==> src/rtl/data_sram_axi_bridge_pkg.sv <==
// Shared types and constants for the sram-like to AXI data-side bridge.
// Holds the FSM state encoding, the access-size codes and the default AXI ID.
package data_sram_axi_bridge_pkg;

    typedef enum logic [2:0] {
        StIdle,
        StAr,
        StRd,
        StAwW,
        StBr,
        StResp
    } state_e;

    localparam logic [1:0] SzB = 2'd0;
    localparam logic [1:0] SzH = 2'd1;
    localparam logic [1:0] SzW = 2'd2;

    localparam logic [3:0] DefaultAxiId = 4'd1;

    // Size code 3 is not a legal sram-like size; it is carried as a word access.
    function automatic logic [1:0] legal_size(input logic [1:0] size);
        return (size == 2'd3) ? SzW : size;
    endfunction

endpackage

==> src/rtl/data_sram_axi_bridge.sv <==
// Uncached data-side bridge: one sram-like request at a time becomes a single-beat
// AXI read or write, answered by a one-cycle data_data_ok pulse.
module data_sram_axi_bridge
    import data_sram_axi_bridge_pkg::*;
#(
    parameter logic [3:0] AXI_ID = DefaultAxiId
) (
    input  logic        clk,
    input  logic        reset,

    input  logic        data_req,
    input  logic        data_wr,
    input  logic [1:0]  data_size,
    input  logic [31:0] data_addr,
    input  logic [31:0] data_wdata,
    input  logic [3:0]  data_wstrb,
    output logic        data_addr_ok,
    output logic        data_data_ok,
    output logic [31:0] data_rdata,

    output logic [3:0]  arid,
    output logic [31:0] araddr,
    output logic [2:0]  arsize,
    output logic        arvalid,
    input  logic        arready,
    input  logic [31:0] rdata,
    input  logic        rvalid,
    output logic        rready,

    output logic [3:0]  awid,
    output logic [31:0] awaddr,
    output logic [2:0]  awsize,
    output logic        awvalid,
    input  logic        awready,
    output logic [31:0] wdata,
    output logic [3:0]  wstrb,
    output logic        wvalid,
    input  logic        wready,
    output logic        wlast,
    input  logic        bvalid,
    output logic        bready
);

    state_e      state_q;
    logic [1:0]  size_q;
    logic [31:0] addr_q;
    logic [31:0] wdata_q;
    logic [3:0]  wstrb_q;
    logic [31:0] rdata_q;
    logic        arvalid_q;
    logic        rready_q;
    logic        awvalid_q;
    logic        wvalid_q;
    logic        bready_q;
    logic        data_ok_q;
    logic        aw_done_q;
    logic        w_done_q;

    logic        aw_fin;
    logic        w_fin;

    // A channel counts as finished if it completed earlier or handshakes right now.
    assign aw_fin = aw_done_q | (awvalid_q & awready);
    assign w_fin  = w_done_q  | (wvalid_q & wready);

    assign data_addr_ok = (state_q == StIdle) & data_req;

    always_ff @(posedge clk) begin
        if (reset) begin
            state_q   <= StIdle;
            size_q    <= 2'd0;
            addr_q    <= 32'd0;
            wdata_q   <= 32'd0;
            wstrb_q   <= 4'd0;
            rdata_q   <= 32'd0;
            arvalid_q <= 1'b0;
            rready_q  <= 1'b0;
            awvalid_q <= 1'b0;
            wvalid_q  <= 1'b0;
            bready_q  <= 1'b0;
            data_ok_q <= 1'b0;
            aw_done_q <= 1'b0;
            w_done_q  <= 1'b0;
        end else begin
            unique case (state_q)
                StIdle: begin
                    if (data_req) begin
                        size_q  <= legal_size(data_size);
                        addr_q  <= data_addr;
                        wdata_q <= data_wdata;
                        wstrb_q <= data_wstrb;
                        if (data_wr) begin
                            awvalid_q <= 1'b1;
                            wvalid_q  <= 1'b1;
                            state_q   <= StAwW;
                        end else begin
                            arvalid_q <= 1'b1;
                            state_q   <= StAr;
                        end
                    end
                end
                StAr: begin
                    if (arready) begin
                        arvalid_q <= 1'b0;
                        rready_q  <= 1'b1;
                        state_q   <= StRd;
                    end
                end
                StRd: begin
                    if (rvalid) begin
                        rready_q  <= 1'b0;
                        rdata_q   <= rdata;
                        data_ok_q <= 1'b1;
                        state_q   <= StResp;
                    end
                end
                StAwW: begin
                    if (awvalid_q && awready) begin
                        awvalid_q <= 1'b0;
                        aw_done_q <= 1'b1;
                    end
                    if (wvalid_q && wready) begin
                        wvalid_q <= 1'b0;
                        w_done_q <= 1'b1;
                    end
                    // Later assignments here override the done-flag sets above.
                    if (aw_fin && w_fin) begin
                        aw_done_q <= 1'b0;
                        w_done_q  <= 1'b0;
                        bready_q  <= 1'b1;
                        state_q   <= StBr;
                    end
                end
                StBr: begin
                    if (bvalid) begin
                        bready_q  <= 1'b0;
                        data_ok_q <= 1'b1;
                        state_q   <= StResp;
                    end
                end
                StResp: begin
                    data_ok_q <= 1'b0;
                    state_q   <= StIdle;
                end
                default: state_q <= StIdle;
            endcase
        end
    end

    assign data_data_ok = data_ok_q;
    assign data_rdata   = rdata_q;

    assign arid    = AXI_ID;
    assign araddr  = addr_q;
    assign arsize  = {1'b0, size_q};
    assign arvalid = arvalid_q;
    assign rready  = rready_q;

    assign awid    = AXI_ID;
    assign awaddr  = addr_q;
    assign awsize  = {1'b0, size_q};
    assign awvalid = awvalid_q;
    assign wdata   = wdata_q;
    assign wstrb   = wstrb_q;
    assign wvalid  = wvalid_q;
    assign wlast   = 1'b1;
    assign bready  = bready_q;

endmodule

==> config.mk <==
export PLATFORM = sky130hd
export DESIGN_NAME = data_sram_axi_bridge
export DESIGN_NICKNAME = d
export VERILOG_FILES = /design/src/rtl/data_sram_axi_bridge_pkg.sv /design/src/rtl/data_sram_axi_bridge.sv
export SDC_FILE = /design/constraint.sdc
export NUM_CORES = 1
export LEC_CHECK = 0
export BUFFER_PORTS_ARGS = -buffer_cell sky130_fd_sc_hd__buf_2
export CORE_UTILIZATION = 43
export CTS_CLUSTER_SIZE = 14
export DETAILED_ROUTE_END_ITERATION = 10
export GPL_TIMING_DRIVEN = 0
export PLACE_DENSITY = 0.81
export SYNTH_ARGS = -nofsm -noshare
export SYNTH_HDL_FRONTEND = slang
export SYNTH_SLANG_ARGS = --single-unit
==> constraint.sdc <==
create_clock -name clk -period 2.15 [get_ports clk]
set_input_delay 0 -clock clk [delete_from_list [all_inputs] [get_ports clk]]
set_output_delay 0 -clock clk [all_outputs]
set_load 0.03 [all_outputs]
==> flow_metrics.py <==
metrics = {
    "outcome": {
        "run_status": "finished clean",
    },
    "finish": {
        "drive_above_1_share_pct": 36.4,
        "nNetsFinal": 1060,
        "syn_to_final_growth_pct": 72.2,
        "diodes": 0,
        "fillers": 666,
    },
    "detailed_routing": {
        "drt_wl_total_mm": 16.3,
        "via_per_inst": 4.92,
        "drc": 0,
        "firstDrtPassIters": 5,
        "antenna_left": 0,
        "drtIter0Drc": 261,
        "wl_per_cell_um": 14.8,
        "vias": 5387,
    },
    "global_routing": {
        "grt_antenna_before_repair": 0,
        "grt_usage_pct": 30.2,
        "grt_pass1_wl_mm": 26.0,
        "grt_pass1_vias": 5481,
        "grt_max_degree": 17,
        "grt-ovfl-total": 0,
    },
    "sta": {
        "tns_ps": 0,
        "fmax_mhz": 480,
        "timing.slew.headroom_pct": 51.5,
        "fin_hold_ws_ps": 20.8,
        "finalSetupViolations": 0,
        "drv_slew": 0,
        "rsz0062_at_grt": "no",
        "finalCriticalPeriod_ps": 2090,
        "skew_ps": 17.0,
        "tightestPinTransition_ps": 727,
        "hold_viol": 0,
        "finalWorstSetupSlack_ps": 64.7,
        "period_share_pct": 97.0,
    },
    "worst_setup_path": {
        "critPathRequiredTime_ps": 2150,
        "critPathMaxFanout": 10,
        "cp-start-kind": "register",
        "cp.arrival_ps": 2090,
        "critPathSlowestCell": "or4b_4",
        "worstSetupPathType": "register to output port",
        "worstPathCellList": "buf_6, or4b_4, buf_6, inv_8, buf_6, buf_2",
        "cp_common_cell": "buf_6",
        "crit_path_end_kind": "output port",
        "cpPeakStageDelay_ps": 510,
        "rr_worst_depth": 7,
    },
    "clock_network": {
        "h-tree-depth": 4,
        "path_clk_slew_ps": 60,
        "clockBufferDepth": 2,
        "cts-resized-gates": 0,
        "root_buffer": "clkbuf_8",
        "cts_made_buffers": 17,
        "cts.sink_count": 113,
        "cts_tree": "done",
        "worst_skew_pair.late_latency_ps": 510,
    },
    "logic_synthesis": {
        "yosysWarnings": 0,
        "synthCells": 560,
        "yosys_most_used_dff": "dfxtp_1",
        "synth_area_per_cell_um2": 7.93,
        "synth-seq-cells": 113,
        "synth_cell_types": 33,
        "ys_async_sr_fraction_pct": 0,
        "yosysSeqAreaShare_pct": 51.0,
        "netlist_area_um2": 4440,
        "synth_edf_count": 0,
    },
    "power_and_ir_drop": {
        "ir_worst_vdd_mv": 0.813,
        "leakage_nw": 3.70,
        "power_per_cell_area_nw_per_um2": 1240,
    },
    "placed_design": {
        "gp_congestion": 0.796,
        "dp_hpwl_mm": 8.78,
        "port_buffers": 252,
        "place_ws_ps": 479,
    },
    "hold_path": {
        "hold_depth": 4,
        "min_path_type": "input pin to register",
    },
    "floorplanning": {
        "die_y_um": 104,
        "dieArea_um2": 10700,
        "io_pins": 265,
        "coreArea_um2": 9910,
        "rows": 36,
        "start_util_pct": 44.8,
        "die-width_um": 104,
    },
    "job": {
        "cap_viol_max_count": 0,
    },
}
cell families after synthesis:
| logic type | after synthesis | synth area share (%) |
|---|---|---|
| AND/OR/NAND/NOR | 235 | 21.1 |
| AO/OA/AOI/OAI | 124 | 14.9 |
| flip-flops | 113 | 51.0 |
| buffers and inverters | 86 | 12.9 |
| other | 2 | 0.169 |
per-layer routing:
metal  vias up  share of wire, %  track usage, %
met2       313                50            54.0
met3        71               8.1            8.37
met5         -                 0               0
li1       2543                 -               -
met4         0               4.6            18.0
met1      2460                37            31.4
flip-flops by register name, indices dropped and copies added, names as in the netlist, 2 cells and up:
| register | count |
|---|---|
| size_q | 2 |
| wstrb | 4 |
| wdata | 32 |
| araddr | 32 |
| state_q | 3 |
| data_rdata | 32 |
cells in the final DEF (no fill, tap or decap), types with 4 or more instances in the layout:
cell,instances
clkbuf_1,18
inv_6,4
buf_4,45
dlygate4sd3_1,109
a21oi_1,110
buf_6,9
conb_1,11
nand2_1,207
dfxtp_1,113
nor3_1,5
buf_2,257
nor2_1,8
buf_1,5
bufinv_16,5
clkbuf_16,16
worst max-delay path: cells and delay by family (launching register included):
kind	cells	cell delay (ps)
buf+inv	5	760
flops	1	310
simple gates	1	510
final timing paths:
check / start / endpoint / slack, ps
worst max-delay path: state_q[1] / data_addr_ok / 60
worst min-delay path: rvalid / data_rdata[27] / 20
worst max register to register: state_q[1] / wvalid / 110
worst min register to register: wdata[22] / wdata[22] / 450
what timing repair did:
action | in CTS | in global routing
hold endpoints to repair | 110 | 0
setup buffers | 0 | 0
setup endpoints to repair | 0 | 1
hold buffers | 110 | 0
through the flow:
step | util (%) | cell area, um^2 | cells | total power, W
after floorplan | - | 4470 | 569 | 0.00523
after detailed placement | 59.5 | 5900 | 954 | 0.00616
after global routing | 77.2 | 7650 | 1095 | 0.00991
after global placement | 59.5 | 5900 | 954 | 0.00613
final | 77.2 | 7650 | 1095 | 0.00949
after CTS | 77.3 | 7660 | 1096 | 0.00942
Yosys cell counts (all sizes together), types with 3 or more instances:
master  instances  area (um^2)
buf            64          483
nand2         207          777
dfxtp         113         2260
a31oi           3         18.8
nand2b          3         18.8
nor2            8         30.0
a21oi         110          551
inv             4         22.5
o21ai           3         15.0
nor3            5         25.0
clkbuf         18         67.6
area by class of cell:
type                       instances  area, um^2  area share (%)
tap                              133         166            2.18
multi-input combinational        370        1640            21.4
inverter                           4        22.5           0.295
clock buffer                      18         428            5.60
clock inverter                    14         226            2.96
sequential                       113        2260            29.6
timing repair buffer             361        2350            30.8
buffer                            82         551            7.20
report_power, final:
group	internal, W	total [W]	switching [W]
sequential	0.00250	0.00275	0.000257
combinational	0.00128	0.00363	0.00236
clock	0.00205	0.00310	0.00105
total	0.00582	0.00949	0.00366
No activity file was read; power rests on OpenSTA's default activity.
